===== src/rtl/multi_timer.sv =====
// multi_timer: NCH independent down-counting timers behind a word-addressed register file.
// Define MULTI_TIMER_PRESCALER_EN to add a per-channel 2^p prescaler in ctrl[7:4].
module multi_timer #(
  parameter int unsigned NCH   = 4,
  parameter int unsigned CNT_W = 32
) (
  input  logic           clk,
  input  logic           reset,
  input  logic [31:2]    Addr,
  input  logic           WE,
  input  logic [31:0]    Din,
  output logic [31:0]    Dout,
  output logic [NCH-1:0] irq_vec,
  output logic           IRQ
);

  typedef enum logic [1:0] {IDLE, LOAD, CNT, EXPIRE} state_t;

  localparam logic [1:0]       REG_CTRL   = 2'd0;
  localparam logic [1:0]       REG_PRESET = 2'd1;
  localparam logic [1:0]       REG_COUNT  = 2'd2;
  localparam logic [1:0]       REG_STATUS = 2'd3;
  localparam logic [1:0]       MODE_AUTO  = 2'b01;
  localparam logic [CNT_W-1:0] ONE        = CNT_W'(1);

  state_t           state_q   [NCH];
  state_t           state_d   [NCH];
  logic             en_q      [NCH];
  logic             en_d      [NCH];
  logic [1:0]       mode_q    [NCH];
  logic [1:0]       mode_d    [NCH];
  logic             mask_q    [NCH];
  logic             mask_d    [NCH];
  logic [CNT_W-1:0] preset_q  [NCH];
  logic [CNT_W-1:0] preset_d  [NCH];
  logic [CNT_W-1:0] count_q   [NCH];
  logic [CNT_W-1:0] count_d   [NCH];
  logic             pending_q [NCH];
  logic             pending_d [NCH];
  logic             pend_set  [NCH];
  logic             pend_clr  [NCH];
  logic             tick      [NCH];
`ifdef MULTI_TIMER_PRESCALER_EN
  logic [3:0]       presc_q   [NCH];
  logic [3:0]       presc_d   [NCH];
  logic [14:0]      pdiv_q    [NCH];
  logic [14:0]      pdiv_d    [NCH];
`endif

  logic [1:0] sel_ch;
  logic [1:0] sel_reg;
  logic       unused_bits;

  assign sel_ch      = Addr[5:4];
  assign sel_reg     = Addr[3:2];
  assign unused_bits = ^{Addr[31:6], Din};

  // A decrement tick fires when the prescale divider reaches 2^p - 1.
  always_comb begin
    for (int unsigned c = 0; c < NCH; c++) begin
`ifdef MULTI_TIMER_PRESCALER_EN
      tick[c] = ({1'b0, pdiv_q[c]} == ((16'd1 << presc_q[c]) - 16'd1));
`else
      tick[c] = 1'b1;
`endif
    end
  end

  // Next-state logic: a register write to a channel freezes that channel's FSM for the cycle.
  always_comb begin
    for (int unsigned c = 0; c < NCH; c++) begin
      state_d[c]  = state_q[c];
      en_d[c]     = en_q[c];
      mode_d[c]   = mode_q[c];
      mask_d[c]   = mask_q[c];
      preset_d[c] = preset_q[c];
      count_d[c]  = count_q[c];
      pend_set[c] = 1'b0;
      pend_clr[c] = 1'b0;
`ifdef MULTI_TIMER_PRESCALER_EN
      presc_d[c]  = presc_q[c];
      pdiv_d[c]   = pdiv_q[c];
`endif
      if (WE && (sel_ch == 2'(c))) begin
`ifdef MULTI_TIMER_PRESCALER_EN
        pdiv_d[c] = '0;
`endif
        unique case (sel_reg)
          REG_CTRL: begin
            en_d[c]   = Din[0];
            mode_d[c] = Din[2:1];
            mask_d[c] = Din[3];
`ifdef MULTI_TIMER_PRESCALER_EN
            presc_d[c] = Din[7:4];
`endif
          end
          REG_PRESET: preset_d[c] = Din[CNT_W-1:0];
          REG_COUNT:  count_d[c]  = Din[CNT_W-1:0];
          REG_STATUS: pend_clr[c] = Din[0];
        endcase
      end else begin
        unique case (state_q[c])
          IDLE: begin
            if (en_q[c]) state_d[c] = LOAD;
          end
          LOAD: begin
            count_d[c] = preset_q[c];
            state_d[c] = CNT;
`ifdef MULTI_TIMER_PRESCALER_EN
            pdiv_d[c]  = '0;
`endif
          end
          CNT: begin
            if (!en_q[c]) begin
              state_d[c] = IDLE;
            end else begin
              if (tick[c]) begin
                if (count_q[c] > ONE) begin
                  count_d[c] = count_q[c] - ONE;
                end else begin
                  count_d[c]  = '0;
                  pend_set[c] = 1'b1;
                  state_d[c]  = EXPIRE;
                end
              end
`ifdef MULTI_TIMER_PRESCALER_EN
              pdiv_d[c] = tick[c] ? '0 : pdiv_q[c] + 15'd1;
`endif
            end
          end
          EXPIRE: begin
`ifdef MULTI_TIMER_PRESCALER_EN
            pdiv_d[c] = '0;
`endif
            if (mode_q[c] == MODE_AUTO) begin
              count_d[c] = preset_q[c];
              state_d[c] = CNT;
            end else begin
              en_d[c]    = 1'b0;
              state_d[c] = IDLE;
            end
          end
        endcase
      end
      // A set from the FSM takes precedence over a same-cycle clear.
      pending_d[c] = pend_set[c] | (pending_q[c] & ~pend_clr[c]);
    end
  end

  always_ff @(posedge clk) begin
    if (reset) begin
      for (int unsigned c = 0; c < NCH; c++) begin
        state_q[c]   <= IDLE;
        en_q[c]      <= 1'b0;
        mode_q[c]    <= '0;
        mask_q[c]    <= 1'b0;
        preset_q[c]  <= '0;
        count_q[c]   <= '0;
        pending_q[c] <= 1'b0;
`ifdef MULTI_TIMER_PRESCALER_EN
        presc_q[c]   <= '0;
        pdiv_q[c]    <= '0;
`endif
      end
    end else begin
      for (int unsigned c = 0; c < NCH; c++) begin
        state_q[c]   <= state_d[c];
        en_q[c]      <= en_d[c];
        mode_q[c]    <= mode_d[c];
        mask_q[c]    <= mask_d[c];
        preset_q[c]  <= preset_d[c];
        count_q[c]   <= count_d[c];
        pending_q[c] <= pending_d[c];
`ifdef MULTI_TIMER_PRESCALER_EN
        presc_q[c]   <= presc_d[c];
        pdiv_q[c]    <= pdiv_d[c];
`endif
      end
    end
  end

  always_comb begin
    Dout = '0;
    for (int unsigned c = 0; c < NCH; c++) begin
      if (sel_ch == 2'(c)) begin
        unique case (sel_reg)
`ifdef MULTI_TIMER_PRESCALER_EN
          REG_CTRL:   Dout = 32'({presc_q[c], mask_q[c], mode_q[c], en_q[c]});
`else
          REG_CTRL:   Dout = 32'({mask_q[c], mode_q[c], en_q[c]});
`endif
          REG_PRESET: Dout = 32'(preset_q[c]);
          REG_COUNT:  Dout = 32'(count_q[c]);
          REG_STATUS: Dout = 32'(pending_q[c]);
        endcase
      end
    end
  end

  always_comb begin
    for (int unsigned c = 0; c < NCH; c++) begin
      irq_vec[c] = pending_q[c] & mask_q[c];
    end
  end

  assign IRQ = |irq_vec;

endmodule

===== config.mk =====
export PLATFORM = sky130hd
export DESIGN_NAME = multi_timer
export DESIGN_NICKNAME = d
export VERILOG_FILES = /design/src/rtl/multi_timer.sv
export SDC_FILE = /design/constraint.sdc
export NUM_CORES = 1
export LEC_CHECK = 0
export BUFFER_PORTS_ARGS = -buffer_cell sky130_fd_sc_hd__buf_2
export CAP_MARGIN = 5
export CORE_UTILIZATION = 45
export CTS_CLUSTER_DIAMETER = 40
export CTS_CLUSTER_SIZE = 20
export DETAILED_ROUTE_END_ITERATION = 7
export HOLD_SLACK_MARGIN = 0.1
export PLACE_DENSITY_LB_ADDON = 0.3
export RECOVER_POWER = 100
export SYNTH_ARGS = -nofsm -noshare
export SYNTH_HDL_FRONTEND = slang
export SYNTH_SLANG_ARGS = --single-unit

===== constraint.sdc =====
create_clock -name clk -period 6.1 [get_ports clk]
set_input_delay 0 -clock clk [delete_from_list [all_inputs] [get_ports clk]]
set_output_delay 0 -clock clk [all_outputs]
set_load 0.01 [all_outputs]

==> results by stage <==
Outcome:
- The run finished, with violations left.
- The checks that failed: capacitance limit, slew limit.

Critical path:
- The critical path is of the input pin to primary output type.
- The startpoint identified for the worst register-to-register timing path is count_q[0][4]$_SDFFE_PP0P_.
- The launch point of the worst path is Addr[3].
- Along the worst path, the maximum fanout reaches 30.
- The worst register-to-register path ends at count_q[0][6]$_SDFFE_PP0P_.
- The sort of element at the end of the critical path is a primary output.
- The worst endpoint required time is roughly 6.1 ns.
- Setup slack on the worst reg-to-reg path comes out at 1.26 ns.
- The number of cell instances on the worst register-to-register path is 6.
- The critical path arrival is between 4 and 5 ns.
- STA classifies the critical path startpoint as an input pin.

Synthesis:
- The post-synthesis instance area is between 15,000 and 20,000 um2.
- The share of synthesized area occupied by flip-flops and latches is between 30% and 40%.
- The synthesized design contains 0 enable-type register cells.
- In the synthesized netlist the dominant register cell turns out to be sky130_fd_sc_hd__dfxtp_1.
- The synthesized netlist net count is around 2,600.
- After synthesis, the netlist uses 84 different library cells.
- Counting every instance in the synthesized netlist gives approximately 2,500.
- The total of warnings raised by yosys is 0.
- In this run the mean area of a mapped cell was 7.193 um2.
- Synthesis inferred 284 register bits.
- Of all flip-flops after synthesis, the portion carrying an async set or reset was 0%.

Cells and area:
- Of the cells placed in the final design, the portion with a size suffix greater than 1 is about a tenth.
- The sequential cells in the finished layout cover a total of about 5700 um2.
- With fillers left out, the area of the finished cells amounts to slightly above 20,000 um2.
- The area growth from synthesis to layout is 13.83%.
- The number of filler instances in the final layout is 3,968.
- For this run, the post-layout net count is between 2,000 and 3,000.
- In the final layout, the multi-input gates occupy 11,420 um2.

GRT:
- The via count of the first global-routing pass is between 15,000 and 20,000.
- The global-route total usage across every layer is between 30% and 40%.
- Entering global routing, the biggest net connects between 100 and 150 pins.
- After global routing the overflow that remains totals 0.
- The first global-routing pass estimated 120,500 um of wire.
- The initial antenna violation count is 2.

Floorplanning:
- The initial cell density of the core is about 46%.
- The die boundary height is between 200 and 250 um.
- The chip width is approximately 200 um.
- The initialized floorplan defines 73 standard-cell rows.
- During I/O placement, the number of pins put on the boundary was 102.
- The region available for standard cell placement spans ~40,000 um2.
- The overall die area is around 41,000 um2.

Min path:
- For hold timing, the worst endpoint is preset_q[1][29]$_SDFFE_PP0P_.
- The hold path startpoint is Din[29].
- The tightest min-delay check is of the input pin to register type.
- The worst hold path depth is 4.

Routing:
- The total wire length after detailed routing is 81,030 um.
- The vias per cell is about 7.
- For this run, design rule violations remaining after detail routing come to 0.
- The first-pass detailed-route iteration total is 7.
- The first routing iteration left between 2,000 and 3,000 violations.
- In the final routed layout, each cell accounts on average for 26.51 um.
- The remaining number of nets flagged by the antenna check after routing is 0.
- The routed layout has around 21,000 vias.

Power:
- Sequential cells burn 29.8% of the power.
- Net switching is between 30 and 40% of the power.
- Across the VDD grid, the largest voltage drop is between 200 and 300 uV.
- Internal power comes to approximately 0.0044 W.
- The areal power density over the cells is roughly 330 nW/um2.
- In this run the static leakage power is about 7.4 nW.
- Combinational logic is responsible for between 20% and 30% of the overall power.
- In this run the power spent charging and discharging nets is about 0.0024 W.
- The clock network burns 45.4% of the power.

Timing:
- The final count of pins violating max slew came to roughly 200.
- At the pin with the least slew margin, the transition time is between 1.5 and 2 ns.
- Subtracting the final worst setup slack from the clock period gives around 4.9 ns.
- The accumulated negative setup slack is 0 ns.
- The hold violation count in the final report is 0.
- Timing would allow up to 203.9 MHz.
- For the final database, setup skew stands at ~0.032 ns.
- Setup repair after global routing left no endpoint under its margin.
- In this run the tightest slew margin relative to its limit is -32.65%.
- Setup violations remaining at the end of the flow were counted as 0.
- The final critical path takes up ~80% of the cycle.

Clock network:
- After clock tree synthesis, the setup repair step added 0 buffers.
- Clock tree synthesis found a total of between 200 and 300 sinks.
- The number of buffers created by CTS is just over 50.
- The count of hold buffers inserted by post-cts repair is 34.
- TritonCTS built the clock tree.
- The cell sitting at the root of the clock tree is a sky130_fd_sc_hd__clkbuf_16.
- After clock tree synthesis, the clock-pin slew on the worst setup and hold paths is 0.06 ns.
- The maximum clock insertion buffer count is 3.
- Once the clock tree was built, the resizer swapped 0 gates to a different size.
- The depth of the CTS H-tree is 2.
- The later pin in the worst-skew pair is clocked with a latency of roughly 0.61 ns.

Place:
- The port buffer count is 75.
- Summing all placed instances gives a cell area of ~19,000 um2.
- The placed wire-length estimate is 52,950 um.
- The weighted congestion at the end of routability-driven global placement is 1.054.

Job:
- Across the run, the number of max-cap violations was 9.
## cells in the final DEF (no fill, tap or decap), drive strengths merged, types with 61 or more instances in the layout
cell and n:
o21ai 109, nor4 61, nand3 72, clkbuf 104, nand2 409, dfxtp 284
a221oi 120, buf 75, nor2 201, nor3 89, a21oi 331
## cell type report
class / instances / share of cell area [%]
diodes: 2 / 0.02413
well taps: 525 / 3.167
clock buffers: 59 / 6.691
multi-input cells: 1958 / 55.06
clock inverters: 35 / 2.118
repair buffers: 154 / 4.796
flip-flops and latches: 284 / 27.41
inverters: 40 / 0.7240
## Yosys cell counts, drive strengths merged (18+ instances only)
cell type,number,share of area [%]
a31oi,22,0.76
o31ai,45,1.9
or4,36,1.5
xnor2,19,0.91
o21ai,109,3.0
nand2,409,8.4
mux2,22,1.4
a221oi,120,5.8
nand3,72,2.0
o211ai,18,0.74
a21oi,331,9.1
clkbuf,218,4.5
ha,20,1.4
a21o,27,1.1
nor3,89,2.4
a211oi,23,0.95
buf,33,0.76
dfxtp,284,31
or3,41,1.4
nor2,201,4.1
nor4,61,2.3
inv,39,0.80
## worst max path at each step
stage                                       end  slack (ns)  cells after the start
floorplan           count_q[2][14]$_SDFFE_PP0P_        3.40                      9
CTS                 count_q[0][27]$_SDFFE_PP0P_        2.56                      9
detailed placement  count_q[0][27]$_SDFFE_PP0P_        2.54                      9
global placement     count_q[3][4]$_SDFFE_PP0P_        2.61                      9
finish                                 Dout[22]        1.20                      7
global route         count_q[0][0]$_SDFFE_PP0P_        1.14                      6
## routing by layer
layer	global-route usage (%)	wire length (um)	vias to the layer above
li1	-	-	9321
met1	51.28	31670	9948
met2	54.67	33640	1433
met3	10.71	10520	260
met4	22.85	5179	2
met5	0	15	-
## worst max-delay path, cell delays in order
cell and delay [ns]:
sky130_fd_sc_hd__clkbuf_1 0.57, sky130_fd_sc_hd__nor2b_1 1.51, sky130_fd_sc_hd__clkbuf_1 1.33, sky130_fd_sc_hd__a221oi_1 0.49, sky130_fd_sc_hd__or3_1 0.61, sky130_fd_sc_hd__o31ai_1 0.17, sky130_fd_sc_hd__clkbuf_1 0.19
## state kept, by name, summed over array words and instances (netlist names)
signal     flops
en_q           4
count_q      128
pending_q      4
mode_q         8
mask_q         4
state_q        8
preset_q     128
## stage by stage
stage	total power, W	utilization (%)	hold slack (ns)	std cells	worst slack, ns
floorplan	0.003136	-	0.1360	2533	3.399
global placement	0.003629	46.96	0.3733	2927	2.613
detailed placement	0.003645	46.96	0.3796	2927	2.544
CTS	0.006702	52.41	0.3027	3055	2.561
global route	0.006948	52.06	0.3254	3055	1.138
finish	0.006744	52.08	0.3195	3057	1.196
## cell families (layout without fill, tap and decap cells)
logic type / Yosys count / in the layout / synth area share (%)
AOI/OAI and AO/OA: 848 / 848 / 30.52
xor gates and xnor gates: 33 / 33 / 1.586
muxes: 44 / 44 / 2.981
buffers and inverters: 291 / 288 / 6.119
other: 0 / 2 / 0
DFF: 284 / 284 / 31.21
adders and majority gates: 20 / 20 / 1.374
and+or+nand+nor: 1013 / 1013 / 26.21
## power by group through the flow
stage	sequential [W]	combinational, W	clock (W)
after global routing	0.00202	0.00177	0.00316
after detailed placement	0.00205	0.00160	0
after floorplan	0.00200	0.00113	0
final	0.00201	0.00167	0.00306
after global placement	0.00204	0.00159	0
after CTS	0.00201	0.00163	0.00307
No activity file was read; power rests on OpenSTA's default activity.
